`config.mk`:
```
export PLATFORM = sky130hd
export DESIGN_NAME = float_copro_issuer
export DESIGN_NICKNAME = d
export VERILOG_FILES = /design/src/rtl/float_pack.sv /design/src/rtl/float_copro_issuer.sv
export SDC_FILE = /design/constraint.sdc
export NUM_CORES = 1
export LEC_CHECK = 0
export ABC_AREA = 1
export ABC_CLOCK_PERIOD_IN_PS = 1700
export CAP_MARGIN = 30
export CORE_UTILIZATION = 44
export DETAILED_ROUTE_END_ITERATION = 7
export PLACE_DENSITY_LB_ADDON = 0.2
export SETUP_SLACK_MARGIN = 0.3
export SLEW_MARGIN = 30
export SYNTH_ARGS = -nofsm -noshare
export SYNTH_HDL_FRONTEND = slang
export SYNTH_SLANG_ARGS = --single-unit
```
`constraint.sdc`:
```
create_clock -name clk -period 1.7 [get_ports clk]
set_input_delay 0.34 -clock clk [delete_from_list [all_inputs] [get_ports clk]]
set_output_delay 0.34 -clock clk [all_outputs]
set_load 0.02 [all_outputs]
```
`src/rtl/float_pack.sv`:
```
// ============================================================================
//  Package     : float_pack
//  Description : Opcode encodings and FSM state type for the FP coprocessor issuer.
//  Revision    : 1.0  initial release
// ============================================================================
`default_nettype none

package float_pack;

    // Operation select lives in req_opcode[1:0]; upper bits pass through untouched.
    localparam logic [1:0] OP_ADD = 2'b00;
    localparam logic [1:0] OP_SUB = 2'b01;
    localparam logic [1:0] OP_MUL = 2'b10;
    localparam logic [1:0] OP_DIV = 2'b11;

    typedef enum logic [1:0] {
        ST_IDLE  = 2'd0,
        ST_ISSUE = 2'd1,
        ST_RESP  = 2'd2
    } state_t;

endpackage : float_pack

`default_nettype wire

```
`src/rtl/float_copro_issuer.sv`:
```
// ============================================================================
//  Module      : float_copro_issuer
//  Description : Issues one FP command to a coprocessor, holds it stable until
//                complete, then presents the captured result downstream.
//                Optional watchdog enabled by macro COPRO_TIMEOUT_EN.
//  Revision    : 1.0  initial release
// ============================================================================
`default_nettype none

module float_copro_issuer
    import float_pack::*;
#(
    parameter int TIMEOUT_CYCLES = 64
) (
    input  logic        clk,
    input  logic        reset_n,

    input  logic        req_valid,
    output logic        req_ready,
    input  logic [10:0] req_opcode,
    input  logic [31:0] req_op0,
    input  logic [31:0] req_op1,

    output logic        resp_valid,
    input  logic        resp_ready,
    output logic [31:0] resp_result,
    output logic        resp_error,

    output logic        busy,

    output logic        copro_valid,
    output logic [10:0] copro_opcode,
    output logic [31:0] copro_op0,
    output logic [31:0] copro_op1,
    input  logic        copro_complete,
    input  logic [31:0] copro_result
);

    if (TIMEOUT_CYCLES < 2 || TIMEOUT_CYCLES > 1023) begin : g_timeout_range_check
        $error("float_copro_issuer: TIMEOUT_CYCLES must be within 2..1023");
    end

    state_t state;

`ifdef COPRO_TIMEOUT_EN
    localparam int CNT_W = $clog2(TIMEOUT_CYCLES + 1);
    localparam logic [CNT_W-1:0] TMO_LAST = CNT_W'(TIMEOUT_CYCLES - 1);

    logic [CNT_W-1:0] tmo_cnt;
`else
    assign resp_error = 1'b0;
`endif

    always_ff @(posedge clk or negedge reset_n) begin
        if (!reset_n) begin
            state        <= ST_IDLE;
            req_ready    <= 1'b1;
            busy         <= 1'b0;
            copro_valid  <= 1'b0;
            copro_opcode <= '0;
            copro_op0    <= '0;
            copro_op1    <= '0;
            resp_valid   <= 1'b0;
            resp_result  <= '0;
`ifdef COPRO_TIMEOUT_EN
            resp_error   <= 1'b0;
            tmo_cnt      <= '0;
`endif
        end else begin
            case (state)
                ST_IDLE: begin
                    // copro_complete is deliberately not looked at here.
                    if (req_valid) begin
                        copro_opcode <= req_opcode;
                        copro_op0    <= req_op0;
                        copro_op1    <= req_op1;
                        copro_valid  <= 1'b1;
                        req_ready    <= 1'b0;
                        busy         <= 1'b1;
                        state        <= ST_ISSUE;
`ifdef COPRO_TIMEOUT_EN
                        tmo_cnt      <= '0;
`endif
                    end
                end

                ST_ISSUE: begin
                    if (copro_complete) begin
                        resp_result <= copro_result;
                        copro_valid <= 1'b0;
                        resp_valid  <= 1'b1;
                        state       <= ST_RESP;
`ifdef COPRO_TIMEOUT_EN
                        resp_error  <= 1'b0;
`endif
                    end
`ifdef COPRO_TIMEOUT_EN
                    // Complete wins over a timeout landing on the same edge.
                    else if (tmo_cnt == TMO_LAST) begin
                        resp_result <= '0;
                        resp_error  <= 1'b1;
                        copro_valid <= 1'b0;
                        resp_valid  <= 1'b1;
                        state       <= ST_RESP;
                    end else begin
                        tmo_cnt     <= tmo_cnt + 1'b1;
                    end
`endif
                end

                ST_RESP: begin
                    // Returning to IDLE (not straight to ISSUE) guarantees a
                    // low cycle on copro_valid to re-arm the coprocessor.
                    if (resp_ready) begin
                        resp_valid <= 1'b0;
                        req_ready  <= 1'b1;
                        busy       <= 1'b0;
                        state      <= ST_IDLE;
                    end
                end

                default: begin
                    state       <= ST_IDLE;
                    req_ready   <= 1'b1;
                    busy        <= 1'b0;
                    copro_valid <= 1'b0;
                    resp_valid  <= 1'b0;
                end
            endcase
        end
    end

endmodule : float_copro_issuer

`default_nettype wire

```
After elaboration in Yosys (flattened, before gate mapping)
Cells that the tools add are included.
{"block": "totals", "reg_bits": 113, "latchBits": 0, "ramBits": 0, "mem_bits_ro": 0, "in_bits": 112, "out_inout_bits": 112, "elab_cells": 38, "memories": 0}
{"block": "op_classes", "add_sub_neg": 0, "multipliers": 0, "div": 0, "n_lt_le_gt_ge": 0, "n_eq_ne": 5, "shifts": 0, "muxes": 14, "bitwise_logic": 3, "n_reduce_logical": 7}
{"cell": "$pmux 1 s3", "n": 4}
{"cell": "$reduce_and 3->1", "n": 4}
{"cell": "$mux 1", "n": 6}
{"cell": "$mux 2", "n": 3}
{"cell": "$ne 2x2->1 const B", "n": 3}
{"cell": "$pmux 2 s3", "n": 1}
{"cell": "$reduce_and 2->1", "n": 2}
{"cell": "$not 1->1", "n": 3}
{"cell": "$eq 2x1->1 const B", "n": 1}
{"cell": "$eq 2x2->1 const B", "n": 1}
{"cell": "$logic_not 2->1", "n": 1}

Depth between registers and ports, before layout
Gate-level depths: netlist (run 1).
{"block": "logic_depth", "word_depth": 3, "mapped_depth": 6, "ltp_nobuf": 5}

Worst setup path before layout (run 1)
No wires, ideal clock.
{"block": "synth_timing", "path_kind": "register -> register", "from": "register state[0]", "to": "register copro_op0[14]", "setup_time_ns": 0.117, "arrival_ns": 1.044, "t_required_ns": 1.583, "setup_slack_ns": 0.539, "path_stages_with_launch": 7, "path_cell_list": "dfrtp_1 > nor2_4 > nand2_2 > buf_4 > buf_6 > nand2_1 > nand2_1"}
{"block": "synth_between", "elab_chain_cells": 2}
{"item": "start: declaration", "line_no": "float_copro_issuer.sv:43", "rtl": "state_t state;"}
{"item": "start signal: assignment", "line_no": "float_copro_issuer.sv:56", "rtl": "state <= ST_IDLE;"}
{"item": "start signal: assignment", "line_no": "float_copro_issuer.sv:80", "rtl": "state <= ST_ISSUE;"}
{"item": "start signal: assignment", "line_no": "float_copro_issuer.sv:92", "rtl": "state <= ST_RESP;"}
{"item": "$logic_not 2->1", "line_no": "float_copro_issuer.sv:70", "rtl": "case (state)"}
{"item": "$reduce_and 2->1 (no line)"}
{"item": "end signal: assignment", "line_no": "float_copro_issuer.sv:75", "rtl": "copro_op0 <= req_op0;"}
{"item": "end: declaration", "line_no": "float_copro_issuer.sv:33", "rtl": "output logic [31:0] copro_op0,"}
No other way between the ends.
A chain may end at the register's enable or synchronous reset.

Worst setup path after layout (run 1)
{"block": "layout_timing", "from": "register req_ready", "to": "output port req_ready"}
{"item": "start: declaration", "line_no": "float_copro_issuer.sv:19", "rtl": "output logic req_ready,"}
{"item": "start signal: assignment", "line_no": "float_copro_issuer.sv:57", "rtl": "req_ready <= 1'b1;"}
{"item": "start signal: assignment", "line_no": "float_copro_issuer.sv:78", "rtl": "req_ready <= 1'b0;"}
{"item": "start signal: assignment", "line_no": "float_copro_issuer.sv:116", "rtl": "req_ready <= 1'b1;"}
No word-level cell between the ends.

==> impl_metrics.yaml, run 1 <==
drt:
  wl_met3_um: 925
  wire_per_inst_um: 15.59
  viasPerCell: 4.886
  wl_met1_um: 5477
  maxUsedRoutingLayer: "met4"
  drt_first_pass_iters: 4
  num_vias: 4471
  drtIter0Drc: 336
  finalWirelength_um: 14260
  dr_wl_met2_um: 7451
  postRouteAntennaNets: 0
  drc: 0
critical_path:
  cp_cell_sequence: "buf_6"
  worstReg2RegStart: "state[0]$_DFFE_PN0P_"
  start_kind: "flip-flop"
  critPathRequiredTime_ns: 1.36
  crit_slowest_cell: "dfstp_2"
  critPathArrivalTime_ns: 1.17
  startpoint: "req_ready$_DFFE_PN1P_"
  critPathCaptureType: "primary output"
  rr_endpoint: "copro_op0[6]$_DFFE_PN0P_"
  path_delay_family: "flip-flops"
  ff2ff_setup_slack_ns: 0.38
  critPathBufInv: 1
  critPathMaxFanout: 2
  crit_type: "reg -> out"
  crit_path_max_incr_delay_ns: 0.54
  r2r.worst_path.cells: 5
synthesis:
  synthCells: 492
  ys_warn_count: 0
  yosysSeqAreaShare_pct: 62.41
  synthArstFlopShare_pct: 100.0
  yosys.cell_types.count: 18
  syn_avg_cell_area_um2: 9.214
  syn_area_um2: 4533
  ys_seq_elements: 113
  synth-main-ff-cell: "dfrtp_1"
  syn-num-nets: 604
  synth_edf_count: 0
timing:
  relSlewSlack_pct: 60.36
  period_minus_slack_ns: 1.508
  finalCritPeriodShare_pct: 88.69
  tightest_slew_ns: 0.5946
  finalHoldViolCount: 0
  rsz0062_at_grt: "yes"
  fmax_ghz: 0.6632
  setup_viol: 0
  finalMaxSlewViolations: 0
  tns_ns: 0
  skew_ns: 0.007344
min_path:
  hold_path_depth: 3
  hp-start: "req_valid"
  hold_path.class: "in -> reg"
  min_to: "copro_op1[13]$_DFFE_PN0P_"
global_routing:
  overflow: 0
  grtUsageTotal_pct: 26.02
  first_global_vias: 4553
  grt_pass1_wl_um: 21970
  grt_max_degree: 114
  antenna_found_initial: 0
floorplan:
  start_util_pct: 45.95
  die_y_um: 103.5
  pin_count: 224
  num_rows: 36
  die_area_um2: 10710
  core-area_um2: 9864
  die_w_um: 103.5
power:
  power_density_nw_per_um2: 2093
  vdd_ir_drop_max_mv: 1.335
  power_mw: 16.76
  cellLeakagePower_nw: 4.167
place:
  post_dp_cell_area_um2: 6798
  place_congestion: 0.8084
  io_buffers: 222
  place_hpwl_um: 8516
final_layout:
  layout_common_cells: "193 x nand2_1, 113 x buf_6, 112 x dfrtp_1"
  fill_cells: 568
  final_nets: 881
  fin_area_um2: 8006
  multi_input_area_um2: 1355
  area_delta_synth_final_pct: 76.62
  final_common_cell: "nand2_1"
  diodes: 0
  regArea_um2: 2829
  fin_util_pct: 81.16
  drive_gt1_share_pct: 28.64
outcome:
  status: "complete, no violations"
clocking:
  cts_buffers: 17
  root_buffer: "clkbuf_8"
  h-tree-depth: 4
  cts_tree: "built"
  cts_sinks: 113
  clockBufferDepth: 2
  clk_latency_ns: 0.51
  cts.clk_slew.worst_paths_ns: 0.06
job:
  max_cap_viol_count: 0
## report_power, final
group	leakage [nW]	switching [mW]	internal (mW)
Clock	0.282	1.25	2.30
Combinational	2.49	4.12	4.09
Sequential	1.40	0.994	4.00
Total	4.17	6.37	10.4
## synth_stat cells, types with 2 or more instances
library cell    n  area share [%]
o21ai_0        21             2.3
dfrtp_1       112              62
buf_6           6             1.5
inv_1          36             3.0
nand3b_1        2            0.33
o21ai_1         6            0.66
nand2_1       193              16
nand3_1        76             8.4
clkbuf_1        5            0.41
buf_4           7             1.2
buf_2          15             1.7
o21ai_2         7             1.4
## timing repair
item | in CTS | in global routing
buffers inserted | 32 | 28
endpoints found under the hold margin | 112 | 0
hold buffers | 1 | 0
gates resized for setup | 629 | 39
setup endpoints to repair | 111 | 123
## kinds of logic (layout without fill, tap and decap cells)
logic type             Yosys count  in the layout  share of synthesized area, %
other                            1              1                       0.08272
buffers and inverters           69            359                         7.701
and+or+nand+nor                274            274                         25.31
DFF                            113            113                         62.41
AOI/OAI and AO/OA               35             35                         4.499
## sequential cells by signal (all words and copies together) (netlist names)
signal	flops
busy	1
copro_opcode	11
state	2
req_ready	1
resp_result	32
resp_valid	1
copro_op0	32
copro_op1	32
copro_valid	1
## per-stage QoR
step	instances	worst slack, ns	hold slack, ns
floorplan	492	0.5394	0.04441
global placement	822	0.2669	0.4521
detailed placement	822	0.1980	0.4552
CTS	887	0.1891	0.2389
global route	915	0.1541	0.2700
finish	915	0.1922	0.2638
## layout make-up
type	instances	area share [%]
Timing Repair Buffer	291	36.46
Clock buffer	19	5.516
Multi-Input combinational cell	310	16.92
Tap cell	133	2.078
Sequential cell	113	35.33
Inverter	36	1.688
Clock inverter	13	2.000
## worst max path at each step
stage	to	slack (ns)	cells past startpoint
3_5_place_dp	resp_result[1]$_DFFE_PN0P_	0.20	4
2_1_floorplan	copro_op0[14]$_DFFE_PN0P_	0.54	6
5_1_grt	req_ready	0.15	1
4_1_cts	req_ready	0.19	1
6_report	req_ready	0.19	1
3_3_place_gp	req_ready	0.27	1
## per-layer routing
layer	global-route usage, %	up-vias
li1	-	2098
met1	30.56	2148
met2	44.34	196
met3	6.923	29
met4	12.42	0
met5	0	-
Power figures use the tool's default switching activity.
==> inputs of run 2 (changes only) <==
--- a/config.mk
+++ b/config.mk
@@ -10,6 +10,7 @@
 export CAP_MARGIN = 30
 export CORE_UTILIZATION = 44
 export DETAILED_ROUTE_END_ITERATION = 7
+export MAX_ROUTING_LAYER = met4
 export PLACE_DENSITY_LB_ADDON = 0.2
 export SETUP_SLACK_MARGIN = 0.3
 export SLEW_MARGIN = 30
==> run 2 against run 1 <==
Against the previous run: non-clock buffer count fell by 1; routed wire length decreased by 0.97%; sequential power about the same; register-to-register slack about the same; design area down 0.27%; clock-buffer cell count unchanged; combinational power fell by 0.7%; global-route usage up 0.78 points; core utilization down 0.22 points; sequential share of layout area rose by 0.094 points; clock skew up 0.0015 ns; critical endpoint unchanged; largest cell class unchanged; largest power group unchanged.
==> impl_metrics.yaml, run 2 (same netlist as run 1, synthesis figures left out) <==
critical_path:
  r2r.worst_path.cells: 5
  critPathBufInv: 1
  critPathRequiredTime_ns: 1.36
  critPathCaptureType: "primary output"
  start_kind: "flip-flop"
  worstReg2RegStart: "state[0]$_DFFE_PN0P_"
  ff2ff_setup_slack_ns: 0.38
  cp_cell_sequence: "buf_6"
  crit_type: "reg -> out"
  startpoint: "req_ready$_DFFE_PN1P_"
  cp_num_cells: 1
  crit_slowest_cell: "dfstp_2"
  critPathArrivalTime_ns: 1.17
  crit_end: "req_ready"
  critPathMaxFanout: 2
  crit_path_max_incr_delay_ns: 0.54
  path_delay_family: "flip-flops"
  rr_endpoint: "copro_op0[6]$_DFFE_PN0P_"
power:
  power_density_nw_per_um2: 2090
  power_mw: 16.69
  vdd_ir_drop_max_mv: 1.332
  cellLeakagePower_nw: 4.158
global_routing:
  grt_max_degree: 114
  first_global_vias: 4559
  grtUsageTotal_pct: 26.80
  overflow: 0
  antenna_found_initial: 0
  grt_pass1_wl_um: 22000
timing:
  tightest_slew_ns: 0.6126
  skew_ns: 0.008839
  tns_ns: 0
  finalHoldViolCount: 0
  relSlewSlack_pct: 59.16
  finalMaxSlewViolations: 0
  finalCritPeriodShare_pct: 88.89
  setup_viol: 0
  period_minus_slack_ns: 1.511
  rsz0062_at_grt: "yes"
  fmax_ghz: 0.6618
drt:
  postRouteAntennaNets: 0
  wl_met1_um: 5556
  drt_first_pass_iters: 4
  wl_met3_um: 797
  finalWirelength_um: 14130
  drc: 0
  dr_wl_met2_um: 7238
  num_vias: 4485
  viasPerCell: 4.907
  wire_per_inst_um: 15.45
  drtIter0Drc: 293
  maxUsedRoutingLayer: "met4"
floorplan:
  core-area_um2: 9864
  num_rows: 36
  die_area_um2: 10710
  die_w_um: 103.5
  start_util_pct: 45.95
  die_y_um: 103.5
  pin_count: 224
final_layout:
  fin_area_um2: 7985
  drive_gt1_share_pct: 28.55
  layout_common_cells: "193 x nand2_1, 112 x dfrtp_1, 110 x buf_6"
  area_delta_synth_final_pct: 76.15
  fill_cells: 576
  diodes: 0
  regArea_um2: 2829
  multi_input_area_um2: 1355
  reg.largest.list: "copro_op0: 32 flops, copro_op1: 32 flops, resp_result: 32 flops"
  final_common_cell: "nand2_1"
  final_nets: 880
clocking:
  cts_tree: "built"
  h-tree-depth: 4
  root_buffer: "clkbuf_8"
  cts.clk_slew.worst_paths_ns: 0.06
  cts_sinks: 113
  cts_buffers: 17
  clockBufferDepth: 2
  clk_latency_ns: 0.51
place:
  place_congestion: 0.8201
  post_dp_cell_area_um2: 6798
  place_hpwl_um: 8516
  io_buffers: 222
job:
  max_cap_viol_count: 0
min_path:
  hold_path.class: "in -> reg"
outcome:
  status: "complete, no violations"
==> run 2: power breakdown <==
part	switching (mW)	internal [mW]
combinational	4.11	4.05
sequential	0.989	4.00
clock	1.24	2.30
==> run 2: worst min-delay path by stage <==
stage / start / slack (ns) / end / cells after the start
floorplan: reset_n / 0.04 / busy$_DFFE_PN0P_ / 0
global placement: copro_op1[26]$_DFFE_PN0P_ / 0.45 / copro_op1[26]$_DFFE_PN0P_ / 2
detailed placement: req_ready$_DFFE_PN1P_ / 0.46 / req_ready$_DFFE_PN1P_ / 2
CTS: req_valid / 0.24 / copro_op1[18]$_DFFE_PN0P_ / 3
global route: req_valid / 0.27 / copro_op1[12]$_DFFE_PN0P_ / 3
finish: req_valid / 0.26 / copro_op1[18]$_DFFE_PN0P_ / 3
==> run 2: layout make-up <==
type,instances,share of cell area [%]
Multi-Input combinational cell,310,16.97
Timing Repair Buffer,290,36.29
Inverter,36,1.692
Sequential cell,113,35.43
Tap cell,133,2.084
Clock buffer,19,5.531
Clock inverter,13,2.006
==> run 2: per-layer routing <==
metal  GRT usage [%]  vias up
met5               -        -
met4           12.42        0
met3           5.727       42
met2           44.58      208
met1           31.15     2143
li1                -     2092
==> run 2: stage by stage <==
| stage | std cells | utilization, % | hold slack (ns) | setup slack (ns) |
|---|---|---|---|---|
| after global routing | 914 | 80.95 | 0.2722 | 0.1565 |
| after CTS | 887 | 77.71 | 0.2389 | 0.1891 |
| final | 914 | 80.95 | 0.2579 | 0.1889 |
| after detailed placement | 822 | 68.91 | 0.4552 | 0.1980 |
| after global placement | 822 | 68.91 | 0.4521 | 0.2669 |
| after floorplan | 492 | - | 0.04441 | 0.5394 |
==> run 2: worst reg2reg max path: stages (launching register included) <==
cell     delay [ns]
dfrtp_1        0.47
nor2_4         0.09
nand2_2        0.07
buf_4          0.37
nand2_1        0.16
nand2_1        0.10
==> run 2: timing repair <==
item / 4_1_cts / 5_1_grt
buffers inserted: 32 / 27
gates resized for setup: 629 / 35
endpoints found under the setup margin: 111 / 115
hold endpoints to repair: 112 / 0
hold buffers: 1 / 0
